$ cat src/rtl/regfile_dump.sv
// Register-file dump engine: streams r[FIRST..LAST] out over a valid/ready port, two cycles per word.
// Optional `REGFILE_DUMP_CLEAR_EN adds a CLEAR pass that zeroes the dumped range after the last word.
module regfile_dump (
  input  logic        CLK,
  input  logic        RST,
  input  logic        START,
  input  logic [4:0]  FIRST,
  input  logic [4:0]  LAST,
  output logic [4:0]  A1,
  input  logic [31:0] RD1,
  output logic [31:0] DOUT,
  output logic [4:0]  DIDX,
  output logic        DVALID,
  input  logic        DREADY,
  output logic        WE3,
  output logic [4:0]  A3,
  output logic [31:0] WD3,
  output logic        BUSY,
  output logic        DONE
);

`ifdef REGFILE_DUMP_CLEAR_EN
  typedef enum logic [2:0] {IDLE, READ, HOLD, CLEAR, FINISH} state_t;
`else
  typedef enum logic [2:0] {IDLE, READ, HOLD, FINISH} state_t;
`endif

  state_t      state;
  logic [4:0]  index;
  logic [4:0]  last_q;
  logic [31:0] dout_q;
  logic [4:0]  didx_q;
  logic        dvalid_q;
  logic        busy_q;
  logic        done_q;

`ifdef REGFILE_DUMP_CLEAR_EN
  logic [4:0]  first_q;
  logic        we3_q;
  logic [4:0]  a3_q;
`endif

  always_ff @(posedge CLK or posedge RST) begin
    if (RST) begin
      state    <= IDLE;
      index    <= '0;
      last_q   <= '0;
      dout_q   <= '0;
      didx_q   <= '0;
      dvalid_q <= 1'b0;
      busy_q   <= 1'b0;
      done_q   <= 1'b0;
`ifdef REGFILE_DUMP_CLEAR_EN
      first_q  <= '0;
      we3_q    <= 1'b0;
      a3_q     <= '0;
`endif
    end else begin
      done_q <= 1'b0;
      case (state)
        IDLE: begin
          if (START) begin
            index  <= FIRST;
            last_q <= LAST;
            busy_q <= 1'b1;
`ifdef REGFILE_DUMP_CLEAR_EN
            first_q <= FIRST;
`endif
            if (FIRST <= LAST) begin
              state <= READ;
            end else begin
              state  <= FINISH;
              done_q <= 1'b1;
            end
          end
        end
        READ: begin
          dout_q   <= RD1;
          didx_q   <= index;
          dvalid_q <= 1'b1;
          state    <= HOLD;
        end
        HOLD: begin
          if (DREADY) begin
            dvalid_q <= 1'b0;
            // End test precedes the increment so LAST=31 never wraps to 0.
            if (index == last_q) begin
`ifdef REGFILE_DUMP_CLEAR_EN
              state <= CLEAR;
              we3_q <= 1'b1;
              a3_q  <= first_q;
`else
              state  <= FINISH;
              done_q <= 1'b1;
`endif
            end else begin
              index <= index + 5'd1;
              state <= READ;
            end
          end
        end
`ifdef REGFILE_DUMP_CLEAR_EN
        CLEAR: begin
          if (a3_q == last_q) begin
            we3_q  <= 1'b0;
            a3_q   <= '0;
            state  <= FINISH;
            done_q <= 1'b1;
          end else begin
            a3_q <= a3_q + 5'd1;
          end
        end
`endif
        FINISH: begin
          busy_q <= 1'b0;
          state  <= IDLE;
        end
        default: begin
          busy_q <= 1'b0;
          state  <= IDLE;
        end
      endcase
    end
  end

  assign A1     = index;
  assign DOUT   = dout_q;
  assign DIDX   = didx_q;
  assign DVALID = dvalid_q;
  assign BUSY   = busy_q;
  assign DONE   = done_q;
  assign WD3    = '0;

`ifdef REGFILE_DUMP_CLEAR_EN
  assign WE3 = we3_q;
  assign A3  = a3_q;
`else
  assign WE3 = 1'b0;
  assign A3  = '0;
`endif

endmodule

$ cat config.mk
export PLATFORM = sky130hd
export DESIGN_NAME = regfile_dump
export DESIGN_NICKNAME = d
export VERILOG_FILES = /design/src/rtl/regfile_dump.sv
export SDC_FILE = /design/constraint.sdc
export NUM_CORES = 1
export LEC_CHECK = 0
export ABC_AREA = 1
export CORE_MARGIN = 3
export CORE_UTILIZATION = 30
export CTS_CLUSTER_DIAMETER = 150
export DETAILED_ROUTE_END_ITERATION = 8
export DONT_BUFFER_PORTS = 1
export HOLD_SLACK_MARGIN = 0.08
export REMOVE_ABC_BUFFERS = 1
export SLEW_MARGIN = 20
export SYNTH_ARGS = -nofsm -noshare
export SYNTH_HDL_FRONTEND = slang
export SYNTH_SLANG_ARGS = --single-unit
$ cat constraint.sdc
create_clock -name CLK -period 1.6 [get_ports CLK]
set_input_delay 0.16 -clock CLK [delete_from_list [all_inputs] [get_ports CLK]]
set_output_delay 0.16 -clock CLK [all_outputs]
set_load 0.005 [all_outputs]
### Word level (Yosys, flattened, before mapping)

Index checks and enable logic that the tools add are counted.

* $add $sub $neg: 1
* $lt $le $gt $ge: 1
* eq/ne operators: 6
* muxes and demuxes: 18
* bitwise operators: 1
* reduce and logical (&&, ||, !) cells: 9

Operator list (count)
* $mux W5: 3
* $pmux W5 S2: 1
* $pmux W3 S3: 1
* $reduce_and A2 Y1: 4
* $mux W1: 6
* $mux W3: 2
* $ne A2 B2 Y1 const B: 3
* $pmux W1 S2: 3
* $add A5 B1 Y5 const B: 1
* $eq A5 B5 Y1: 1
* $le A5 B5 Y1: 1
* $mux W2: 2
* $reduce_and A4 Y1: 1
* $reduce_bool A2 Y1: 2
* $eq A3 B1 Y1 const B: 1
* $eq A3 B2 Y1 const B: 1
* $logic_not A3 Y1: 1
* $reduce_or A2 Y1: 1
* $not A1 Y1: 1

* flip-flop bits (word level): 53
* bits of input ports: 46
* output and inout bits: 83

### Logic depth before layout (Yosys ltp)

Gate-level depths: netlist (run 1).

* depth after elaboration: 4
* depth in mapped cells: 10
* gate-level depth less buffers: 10

### Worst setup path before layout (run 1)

OpenSTA, ideal clock, no wires.

* path kind: reg-to-reg
* start point: reg state[0]
* end point: reg index[1], in the netlist A1[1]
* library setup time: 0.074 ns
* data arrival time: 1.315 ns
* required time: 1.526 ns
* setup slack: 0.211 ns
* stages on the path, launching flop included: 9
* buffers on the path: 0
* clock period less this slack: 1.389 ns
* cells stage by stage: dfrtp_1 inv_1 ha_1 inv_2 o22ai_4 nor2_4 nand2_4 nand2_1 o21ai_2

* word-level cells in the longest chain between the ends: 3
* elaborated cells on any way between the ends: 8
* those cells by class: eq/ne: 4; mux: 1; reduce/logical: 3

RTL lines
* start, declared: RTL line 28 `state_t state;`
* start signal, assigned: RTL line 45 `state <= IDLE;`
* start signal, assigned: RTL line 70 `state <= READ;`
* start signal, assigned: RTL line 72 `state <= FINISH;`
* $eq A3 B2 Y1 / $logic_not A3 Y1 (equally long branches): RTL line 60 `case (state)`
* $ne A2 B2 Y1 (no source line) / $reduce_bool A2 Y1 (equally long branches)
* $reduce_and A4 Y1 (no source line)
* end signal, assigned: RTL line 97 `index <= index + 5'd1;`
* end, declared: RTL line 29 `logic [4:0] index;`

Several ways; a longest one is shown, not always the timed one.
A chain may end at the register's enable or synchronous reset.

### Worst setup path in the final report (run 1)

Ends and elaborated chain as after synthesis.

==> results.txt, run 1 <==
----------------------------------------------------
[Outcome]
  Outcome ... finished clean

[Routing]
  Routed length per placed instance ... between 10 and 15 microns
  Vias per cell ... 4.29
  First-pass iteration count of the detailed router ... 4
  Number of DRC violations after detailed-routing iteration 0 ... 40
  Post-detailed-route count of antenna-violating nets ... 0
  Overall via count from detail_route ... 2028
  Total wire length ... 6150 microns
  DRC violations left ... 0

[Clock network]
  Clk sinks ... 52
  Inserted Clock Buffers ... 5
  Number of buffers inserted by post-CTS setup repair ... 0
  Clock edge transition at the registers on the reported setup and hold paths ... around 0.09 ns
  Number of levels the H-tree was split into ... 2
  TritonCTS clock tree ... built
  Latest clock arrival within the worst-skew pair ... ~0.29 ns
  Max clock buf depth ... 2
  Cell at the root of the clock tree ... clkbuf_8

[Synthesis]
  Cell area after technology mapping ... 2670 sq um
  #FFs+latches synth ... 52
  YS warnings ... 0
  Asr flop ratio synth ... 100%
  Number of flops mapped to enable cells by yosys ... 0
  Mean Syn Cell Area ... 8.32 sq um
  Ys flop type ... dfrtp_1
  Cells after synthesis ... 321
  Register area share after synthesis ... 48.7%
  Number of distinct library cells after synthesis ... 26

[STA]
  Total count of hold-check failures in the final report ... 0
  Final min period ... ~1.5 ns
  Endpoints failing setup ... 0
  Final Cycle Share ... 91.1%
  Final hold slack ... 0.0938 ns
  Setup Skew ... 0.00623 ns
  RSZ-0062 raised after global routing ... false
  Max-slew violation count ... 0
  Fmax achieved ... ~690 MHz

[Finish]
  Share of cells above drive strength 1 ... 7.88%
  Top library cells by usage in the layout, fill and taps aside ... 143 x nand2_1, 52 x dfrtp_1, 41 x dlygate4sd3_1
  Area added between synthesis and finish ... 19.9%
  Count of fill cells added during filler insertion ... 850
  Layout net count ... 424
  Final core utilization ... 38.0%
  Commonest non-fill, non-tap cell in the layout ... nand2_1
  Total inserted antenna cells ... 0

[Worst setup path]
  Most common cell type on the critical path ... inv_1
  Startpoint of the worst register-to-register path ... state[0]
  Kind of critical path ... flip-flop to flip-flop
  Cells along the critical path ... inv_1 -> ha_2 -> inv_1 -> o22ai_4 -> nor2_4 -> nand2_4 -> nand2_1 -> o21ai_2
  Startpoint of the most critical setup path ... state[0]
  Cell family with most CP delay ... flip-flops
  Required @ worst endpoint ... 1.83 ns
  Longest individual stage delay on the worst path ... 0.42 ns
  WP data arrival ... 1.69 ns
  Category of the worst setup path capture point ... flip-flop
  Slowest cell on the critical path ... dfrtp_1
  Startpoint type of the worst setup path ... flip-flop
  Largest driver fanout on the critical path ... 7
  Buffering stage count on the worst path with inverters included ... 2

[Placement]
  Gp weighted congestion ... 0.747
  Count of input and output buffers ... 0
  Half-perimeter wire length after placement ... 4480 microns

[Floorplanning]
  Die width ... around 100 microns
  Number of placement rows ... 33
  Die span in y ... between 100 and 150 microns
  Initial core utilization ... 31.7%
  Ports placed on the boundary ... about 130
  Die Footprint ... around 10000 sq um
  Core area ... 8420 sq um

[Global route]
  Aggregate global routing overflow ... 0
  Total GRT Usage ... 12.1%
  Maximum number of pins on one net before global-route repair ... 33
  First-pass GRT wire length ... 9780 microns
  Via count of the first global-routing pass ... between 1500 and 2000
  Number of antenna violations at the first check in global routing ... 0

[Min path]
  Class of the tightest hold or removal check ... primary input to flip-flop
  Hold_sp ... DREADY

[Power]
  Power per Cell Area ... 1690 nW/um^2
  Worst vdd ir ... 630 uV
  Standby leakage power ... 1.68 nW

[Job]
  Reported max-cap violation count ... 0

----------------------------------------------------
==> through the flow <==
stage	cells	setup WS, ns	total power, mW	cell area [sq um]	TNS, ns
floorplan	311	-0.550	3.95	2490	-18.93
global placement	425	0.122	4.59	2700	0
detailed placement	425	0.0548	4.69	2700	0
CTS	472	0.0334	5.50	3180	0
global route	473	0.00438	5.99	3200	0
finish	473	0.142	5.41	3200	0
==> worst paths after layout <==
path	to	slack, ns	cells after the start
min	state[1]	0.09	3
min reg2reg	DOUT[6]	0.50	2
max in group asynchronous	DOUT[27]	0.72	3
min in group asynchronous	DOUT[12]	0.33	2
max reg2reg	A1[1]	0.14	8
max	A1[1]	0.14	8
==> what timing repair did <==
action,in CTS,in global routing
endpoints found under the hold margin,61,1
resized for setup,0,3
hold buffers,40,1
setup endpoints to repair,0,6
==> kinds of logic after synthesis <==
logic type	Yosys count	share of synthesized area (%)
other	1	0.140
AOI/OAI and AO/OA	22	5.11
muxes	2	0.750
and+or+nand+nor	165	25.1
buffers and inverters	67	14.9
xor gates and xnor gates	2	0.656
adders and majority gates	10	4.69
DFF	52	48.7
==> synthesized netlist by cell type, drive strengths merged (2+ instances only) <==
cell type / n / area (sq um)
nand2: 144 / 548
inv: 20 / 75.1
o22ai: 2 / 26.3
a21oi: 4 / 20.0
ha: 10 / 125
dfrtp: 52 / 1300
o21ai: 15 / 82.6
clkbuf: 7 / 26.3
buf: 40 / 295
nor2: 9 / 46.3
nand3: 10 / 62.6
mux2i: 2 / 20.0
xor2: 2 / 17.5
==> registers in the layout, indices dropped and copies added, names as in the netlist <==
signal / count
A1: 5
state: 2
DIDX: 5
DVALID: 1
DOUT: 32
last_q: 5
DONE: 1
BUSY: 1
==> report_power, final <==
group          switching (mW)  internal [mW]  leakage, nW  total (mW)
clock network           0.405          0.299       0.0410       0.704
registers               0.541           1.96        0.640        2.50
logic                    1.36          0.848         1.00        2.20
total                    2.30           3.10         1.68        5.41
==> tightest hold or removal path, cell delays in order <==
cell,delay (ns)
o22ai_4,0.08
nand2_1,0.07
nand2_1,0.05
==> final cells by class <==
| cell class | instances | area [sq um] | share of cell area, % |
|---|---|---|---|
| Clock inverter | 1 | 5.00 | 0.156 |
| Multi-Input combinational cell | 239 | 1130 | 35.2 |
| Sequential cell | 52 | 1300 | 40.6 |
| Inverter | 20 | 75.1 | 2.34 |
| Timing Repair Buffer | 50 | 490 | 15.3 |
| Clock buffer | 6 | 72.6 | 2.27 |
| Tap cell | 105 | 131 | 4.10 |
==> metal layers <==
metal	track usage [%]	routed length, microns	up-vias
li1	-	-	1000
met3	4.38	574	2
met2	21.5	3070	84
met5	0	0	-
met1	14.0	2480	942
met4	2.49	19	0
(Power assumes the default switching activity.)
==> inputs of run 2 (changes only) <==
Settings changed: CORE_UTILIZATION 30 to 45.
==> run 2 against run 1 <==
Clock power rose by 35%; global-route usage rose by 6.1 points; highest routed layer unchanged; first-iteration DRC count is 140% higher; via count decreased by 0.54%; wire length is 1.2% lower; sequential cell count unchanged; sequential share of layout area about the same; final cell count is 7.0% lower; count of clock-buffer cells in the layout unchanged; critical path type unchanged; sequential power is essentially flat; utilization up 19 points; register-to-register slack got worse by 0.02 ns.
==> results.txt, run 2 (synthesized netlist as in run 1, its figures left out) <==
----------------------------------------------------
[Outcome]
  Outcome ... finished clean

[Min path]
  Hold_sp ... FIRST[2]
  Class of the tightest hold or removal check ... primary input to flip-flop

[Routing]
  Vias per cell ... 4.58 (+6.9%)
  Total wire length ... 6080 microns (-1.2%)
  Overall via count from detail_route ... 2017 (-0.54%)
  Number of DRC violations after detailed-routing iteration 0 ... 96 (+140%)
  DRC violations left ... 0 (unchanged)
  Post-detailed-route count of antenna-violating nets ... 0 (unchanged)
  Routed length per placed instance ... 13.8 microns (+6.2%)
  First-pass iteration count of the detailed router ... 4 (unchanged)

[STA]
  Final min period ... 1.48 ns (+0.0176 ns)
  Endpoints failing setup ... 0 (unchanged)
  Total count of hold-check failures in the final report ... 0 (unchanged)
  Final Cycle Share ... 92.2% (+1.1 points)
  Max-slew violation count ... 0 (unchanged)
  Setup Skew ... 0.00635 ns (+0.000122 ns)
  Setup TNS Final ... 0 ns (unchanged)
  RSZ-0062 raised after global routing ... false
  Fmax achieved ... 678 MHz (-1.2%)

[Finish]
  Count of fill cells added during filler insertion ... 494 (-42%)
  Area added between synthesis and finish ... 19.8% (about the same)
  Final core utilization ... 57.1% (+19 points)
  Top library cells by usage in the layout, fill and taps aside ... 143 x nand2_1, 52 x dfrtp_1, 42 x dlygate4sd3_1
  Multi-input logic area ... 1110 sq um (-1.1%)
  Layout net count ... 423 (-0.24%)
  Commonest non-fill, non-tap cell in the layout ... nand2_1
  Total inserted antenna cells ... 0 (unchanged)
  Share of cells above drive strength 1 ... 7.61% (-0.27 points)
  Area of all placed cells without fillers ... 3200 sq um (about the same)
  Number of flip-flops under the largest register name ... 32 (unchanged)
  Non-filler instance count after layout ... 440 (-7.0%)
  Footprint of the flip-flops and latches ... 1300 sq um (unchanged)

[Placement]
  Gp weighted congestion ... 0.783 (+4.9%)
  Cell total after placement ... 390 (-8.2%)
  Cell area after placement ... 2660 sq um (-1.6%)
  Count of input and output buffers ... 0 (unchanged)
  Half-perimeter wire length after placement ... 4190 microns (-6.5%)

[Floorplanning]
  Core area ... 5610 sq um (-33%)
  Die width ... 83.0 microns (-17%)
  Die Footprint ... 6890 sq um (-32%)
  Initial core utilization ... 47.6% (+16 points)
  Number of placement rows ... 27 (-18%)
  Die span in y ... 83.0 microns (-17%)
  Ports placed on the boundary ... 129 (unchanged)

[Worst setup path]
  Most common cell type on the critical path ... inv_1
  Kind of critical path ... flip-flop to flip-flop
  Startpoint of the most critical setup path ... state[1]
  Category of the worst setup path capture point ... flip-flop
  Startpoint of the worst register-to-register path ... state[1]
  Longest individual stage delay on the worst path ... 0.43 ns (about the same)
  Largest driver fanout on the critical path ... 7 (unchanged)
  WP data arrival ... 1.67 ns (-0.02 ns)
  Slowest cell on the critical path ... dfrtp_1
  Flop-to-flop setup slack ... 0.12 ns (-0.02 ns)
  Required @ worst endpoint ... 1.79 ns (-0.04 ns)
  Startpoint type of the worst setup path ... flip-flop
  Buffering stage count on the worst path with inverters included ... 2 (unchanged)
  Cells along the critical path ... inv_1 -> ha_1 -> inv_1 -> o22ai_4 -> nor2_4 -> nand2_4 -> nand2_1 -> o21ai_2
  Cell family with most CP delay ... flip-flops

[Clock network]
  Inserted Clock Buffers ... 5 (unchanged)
  Number of levels the H-tree was split into ... 2 (unchanged)
  Clock edge transition at the registers on the reported setup and hold paths ... 0.10 ns (about the same)
  Latest clock arrival within the worst-skew pair ... 0.30 ns (about the same)
  Max clock buf depth ... 2 (unchanged)
  Cell at the root of the clock tree ... clkbuf_8
  Number of buffers inserted by post-CTS setup repair ... 0 (unchanged)
  Clk sinks ... 52 (unchanged)
  TritonCTS clock tree ... built

[Global route]
  Total GRT Usage ... 18.2% (+6.1 points)
  Aggregate global routing overflow ... 0 (unchanged)
  Via count of the first global-routing pass ... 2118 (+6.7%)
  Number of antenna violations at the first check in global routing ... 0 (unchanged)
  First-pass GRT wire length ... 10500 microns (+7.0%)
  Maximum number of pins on one net before global-route repair ... 53 (+61%)

[Job]
  Reported max-cap violation count ... 0 (unchanged)

[Power]
  Worst vdd ir ... 773 uV (+23%)
  Standby leakage power ... 1.70 nW (+1.0%)
  Power per Cell Area ... 1770 nW/um^2 (+4.7%)
  Power after layout ... 5.65 mW (+4.6%)

----------------------------------------------------
run 2: final timing paths:
check,depth (start not counted),to
min in group asynchronous,3,DOUT[31]
min reg2reg,2,DOUT[4]
max reg2reg,8,A1[1]
max in group asynchronous,3,last_q[3]
min,4,A1[2]
max,8,A1[1]
run 2: what timing repair did:
action | in CTS | in global routing
endpoints found under the hold margin | 95 | 0
resized for setup | 0 | 1
setup endpoints to repair | 0 | 5
hold buffers | 42 | 0
run 2: stage by stage:
stage                     setup slack, ns  hold WS [ns]
after floorplan                    -0.550         0.272
after detailed placement            0.107         0.120
after global placement              0.159         0.120
after global routing              0.00296        0.0914
final                               0.124        0.0967
after CTS                          0.0652        0.0886
run 2: cell type report:
cell class / count / area share, %
Inverter: 20 / 2.35
Tap cell: 72 / 2.82
Timing Repair Buffer: 49 / 15.6
Sequential cell: 52 / 40.7
Clock inverter: 2 / 1.21
Multi-Input combinational cell: 239 / 34.8
Clock buffer: 6 / 2.58
run 2: worst register-to-register path, stage by stage (launching register included):
cell and delay [ns]:
dfrtp_1 0.43, inv_1 0.09, ha_1 0.23, inv_1 0.13, o22ai_4 0.10, nor2_4 0.16, nand2_4 0.10, nand2_1 0.08
o21ai_2 0.05
run 2: metal layers:
| layer | vias to the layer above | GRT usage, % | share of wire [%] |
|---|---|---|---|
| met4 | 0 | 3.27 | 0.59 |
| li1 | 1002 | - | - |
| met1 | 927 | 22.3 | 43 |
| met2 | 83 | 31.0 | 48 |
| met5 | - | 0 | 0 |
| met3 | 5 | 6.75 | 9.0 |
run 2: power by group:
part           total, mW  switching [mW]  leakage, nW  internal, mW
Clock              0.952           0.440       0.0614         0.512
Combinational       2.18            1.34        0.998         0.837
Sequential          2.52           0.568        0.640          1.96
==> inputs of run 3 (changes only) <==
Settings changed: CTS_BUF_LIST set to sky130_fd_sc_hd__clkbuf_8 sky130_fd_sc_hd__clkbuf_16, HOLD_SLACK_MARGIN 0.08 to 0.12.
==> run 3 against run 2 <==
Worst setup slack better by 0.00058 ns; utilization up 0.36 points; wire length about the same; maximum frequency about the same; power about the same; critical endpoint unchanged; combinational power about the same; largest power group unchanged; via count up 0.40%; first-iteration DRC count down 23%; sequential cell count unchanged; clock skew up 0.00091 ns.
==> results.txt, run 3 (synthesized netlist as in run 1, its figures left out) <==
----------------------------------------------------
[Power]
  Combinational fraction of design power ... 38.6% (about the same)
  Standby leakage power ... 1.71 nW (+0.49%)
  Clock group share of total power ... 16.8% (about the same)
  Worst vdd ir ... 773 uV (about the same)
  Cell internal pwr ... 3.31 mW (about the same)
  Net Switching ... 2.35 mW (about the same)
  Relative contribution of sequential cells to total power ... 44.6% (about the same)
  Power after layout ... 5.66 mW (about the same)
  Sw frac ... 41.5% (about the same)
  Power per Cell Area ... 1760 nW/um^2 (-0.55%)

[Outcome]
  Outcome ... finished clean

[Global route]
  Aggregate global routing overflow ... 0 (unchanged)
  First-pass GRT wire length ... 10500 microns (unchanged)
  Via count of the first global-routing pass ... 2132 (+0.66%)
  Maximum number of pins on one net before global-route repair ... 53 (unchanged)
  Total GRT Usage ... 18.2% (-0.021 points)
  Number of antenna violations at the first check in global routing ... 0 (unchanged)

[Finish]
  Count of fill cells added during filler insertion ... 493 (-0.20%)
  Total inserted antenna cells ... 0 (unchanged)
  Layout net count ... 425 (+0.47%)
  Commonest non-fill, non-tap cell in the layout ... nand2_1
  Area added between synthesis and finish ... 20.6%
  Area of all placed cells without fillers ... 3220 sq um (+0.63%)
  Top library cells by usage in the layout, fill and taps aside ... 143 x nand2_1, 52 x dfrtp_1, 44 x dlygate4sd3_1
  Multi-input logic area ... 1110 sq um (unchanged)
  Share of cells above drive strength 1 ... 7.57% (-0.041 points)
  Number of flip-flops under the largest register name ... 32 (unchanged)
  Final core utilization ... 57.4% (+0.36 points)
  Footprint of the flip-flops and latches ... 1300 sq um (unchanged)

[STA]
  Setup TNS Final ... 0 ns (unchanged)
  Endpoints failing setup ... 0 (unchanged)
  Total count of hold-check failures in the final report ... 0 (unchanged)
  Final Cycle Share ... 92.2% (about the same)
  Fmax achieved ... 678 MHz (about the same)
  Max-slew violation count ... 0 (unchanged)
  Final min period ... 1.48 ns (-0.000582 ns)
  Setup Skew ... 0.00726 ns (+0.000908 ns)
  RSZ-0062 raised after global routing ... false
  Final hold slack ... 0.130 ns (+0.0332 ns)

[Worst setup path]
  Required @ worst endpoint ... 1.79 ns (about the same)
  Flop-to-flop setup slack ... 0.12 ns (about the same)
  Largest driver fanout on the critical path ... 7 (unchanged)
  WP data arrival ... 1.66 ns (about the same)
  Kind of critical path ... flip-flop to flip-flop
  Category of the worst setup path capture point ... flip-flop
  Startpoint type of the worst setup path ... flip-flop

[Placement]
  Count of input and output buffers ... 0 (unchanged)
  Cell area after placement ... 2660 sq um (unchanged)
  Half-perimeter wire length after placement ... 4190 microns (unchanged)
  Gp weighted congestion ... 0.783 (unchanged)

[Routing]
  Number of DRC violations after detailed-routing iteration 0 ... 74 (-23%)
  Post-detailed-route count of antenna-violating nets ... 0 (unchanged)
  Vias per cell ... 4.58 (about the same)
  Overall via count from detail_route ... 2025 (+0.40%)
  Routed length per placed instance ... 13.7 microns (-0.47%)
  First-pass iteration count of the detailed router ... 4 (unchanged)
  Total wire length ... 6070 microns (about the same)
  DRC violations left ... 0 (unchanged)

[Floorplanning]
  Initial core utilization ... 47.6% (unchanged)
  Die Footprint ... 6890 sq um (unchanged)
  Die width ... 83.0 microns (unchanged)
  Core area ... 5610 sq um (unchanged)
  Number of placement rows ... 27 (unchanged)
  Ports placed on the boundary ... 129 (unchanged)
  Die span in y ... 83.0 microns (unchanged)

[Clock network]
  Cell at the root of the clock tree ... clkbuf_8
  Clock edge transition at the registers on the reported setup and hold paths ... 0.09 ns (about the same)
  Inserted Clock Buffers ... 5 (unchanged)
  Max clock buf depth ... 2 (unchanged)
  TritonCTS clock tree ... built
  Clk sinks ... 52 (unchanged)
  Latest clock arrival within the worst-skew pair ... 0.30 ns (about the same)
  Number of levels the H-tree was split into ... 2 (unchanged)
  Number of buffers inserted by post-CTS setup repair ... 0 (unchanged)

[Job]
  Reported max-cap violation count ... 0 (unchanged)

[Min path]
  Class of the tightest hold or removal check ... primary input to flip-flop

----------------------------------------------------
## run 3: cell types whose count changed in the layout (fill, tap and decap cells not counted)
cell,before,now
dlygate4sd3_1,42,44
## run 3: path summary, 6_finish.rpt
path                       startpoint       end  cells past startpoint
setup / recovery             state[0]     A1[1]                      8
hold / removal               FIRST[0]     A1[0]                      4
setup reg to reg             state[0]     A1[1]                      8
hold reg to reg               DOUT[4]   DOUT[4]                      2
max in group asynchronous         RST      DONE                      3
min in group asynchronous         RST  DOUT[14]                      3
## run 3: cell type report
type	count	area share, %
Inverter	20	2.33
Sequential cell	52	40.4
Timing Repair Buffer	51	16.1
Multi-Input combinational cell	239	34.6
Tap cell	72	2.80
Clock inverter	2	1.20
Clock buffer	6	2.57
## run 3: metal layers
| metal | vias up | part of all wire [%] | GRT usage (%) | routed length (microns) |
|---|---|---|---|---|
| li1 | 1007 | - | - | - |
| met1 | 926 | 42 | 22.1 | 2580 |
| met2 | 87 | 48 | 31.1 | 2890 |
| met3 | 5 | 9.3 | 6.85 | 565 |
| met4 | 0 | 0.59 | 3.27 | 36 |
| met5 | - | 0 | 0 | 0 |
## run 3: per-stage QoR
| step | cells | worst slack [ns] |
|---|---|---|
| finish | 442 | 0.125 |
| global route | 442 | 0.00296 |
| CTS | 442 | 0.0652 |
| detailed placement | 390 | 0.107 |
| global placement | 390 | 0.159 |
| floorplan | 311 | -0.550 |
## run 3: worst max-delay path, stage by stage, from the launching register on
cell,delay (ns)
dfrtp_1,0.42
inv_1,0.09
ha_1,0.24
inv_1,0.12
o22ai_4,0.10
nor2_4,0.16
nand2_4,0.10
nand2_1,0.08
o21ai_2,0.05
## run 3: power groups by stage
stage               clock, mW  sequential (mW)  combinational [mW]
floorplan                   0             2.39                1.56
global placement            0             2.55                2.03
detailed placement          0             2.56                2.10
CTS                     0.972             2.54                2.20
global route             1.05             2.62                2.56
finish                  0.950             2.53                2.18
## run 3: what timing repair did
action                                  in CTS  in global routing
endpoints found under the setup margin       0                  5
endpoints found under the hold margin       98                  0
hold buffers                                44                  0
gates resized for setup                      0                  1
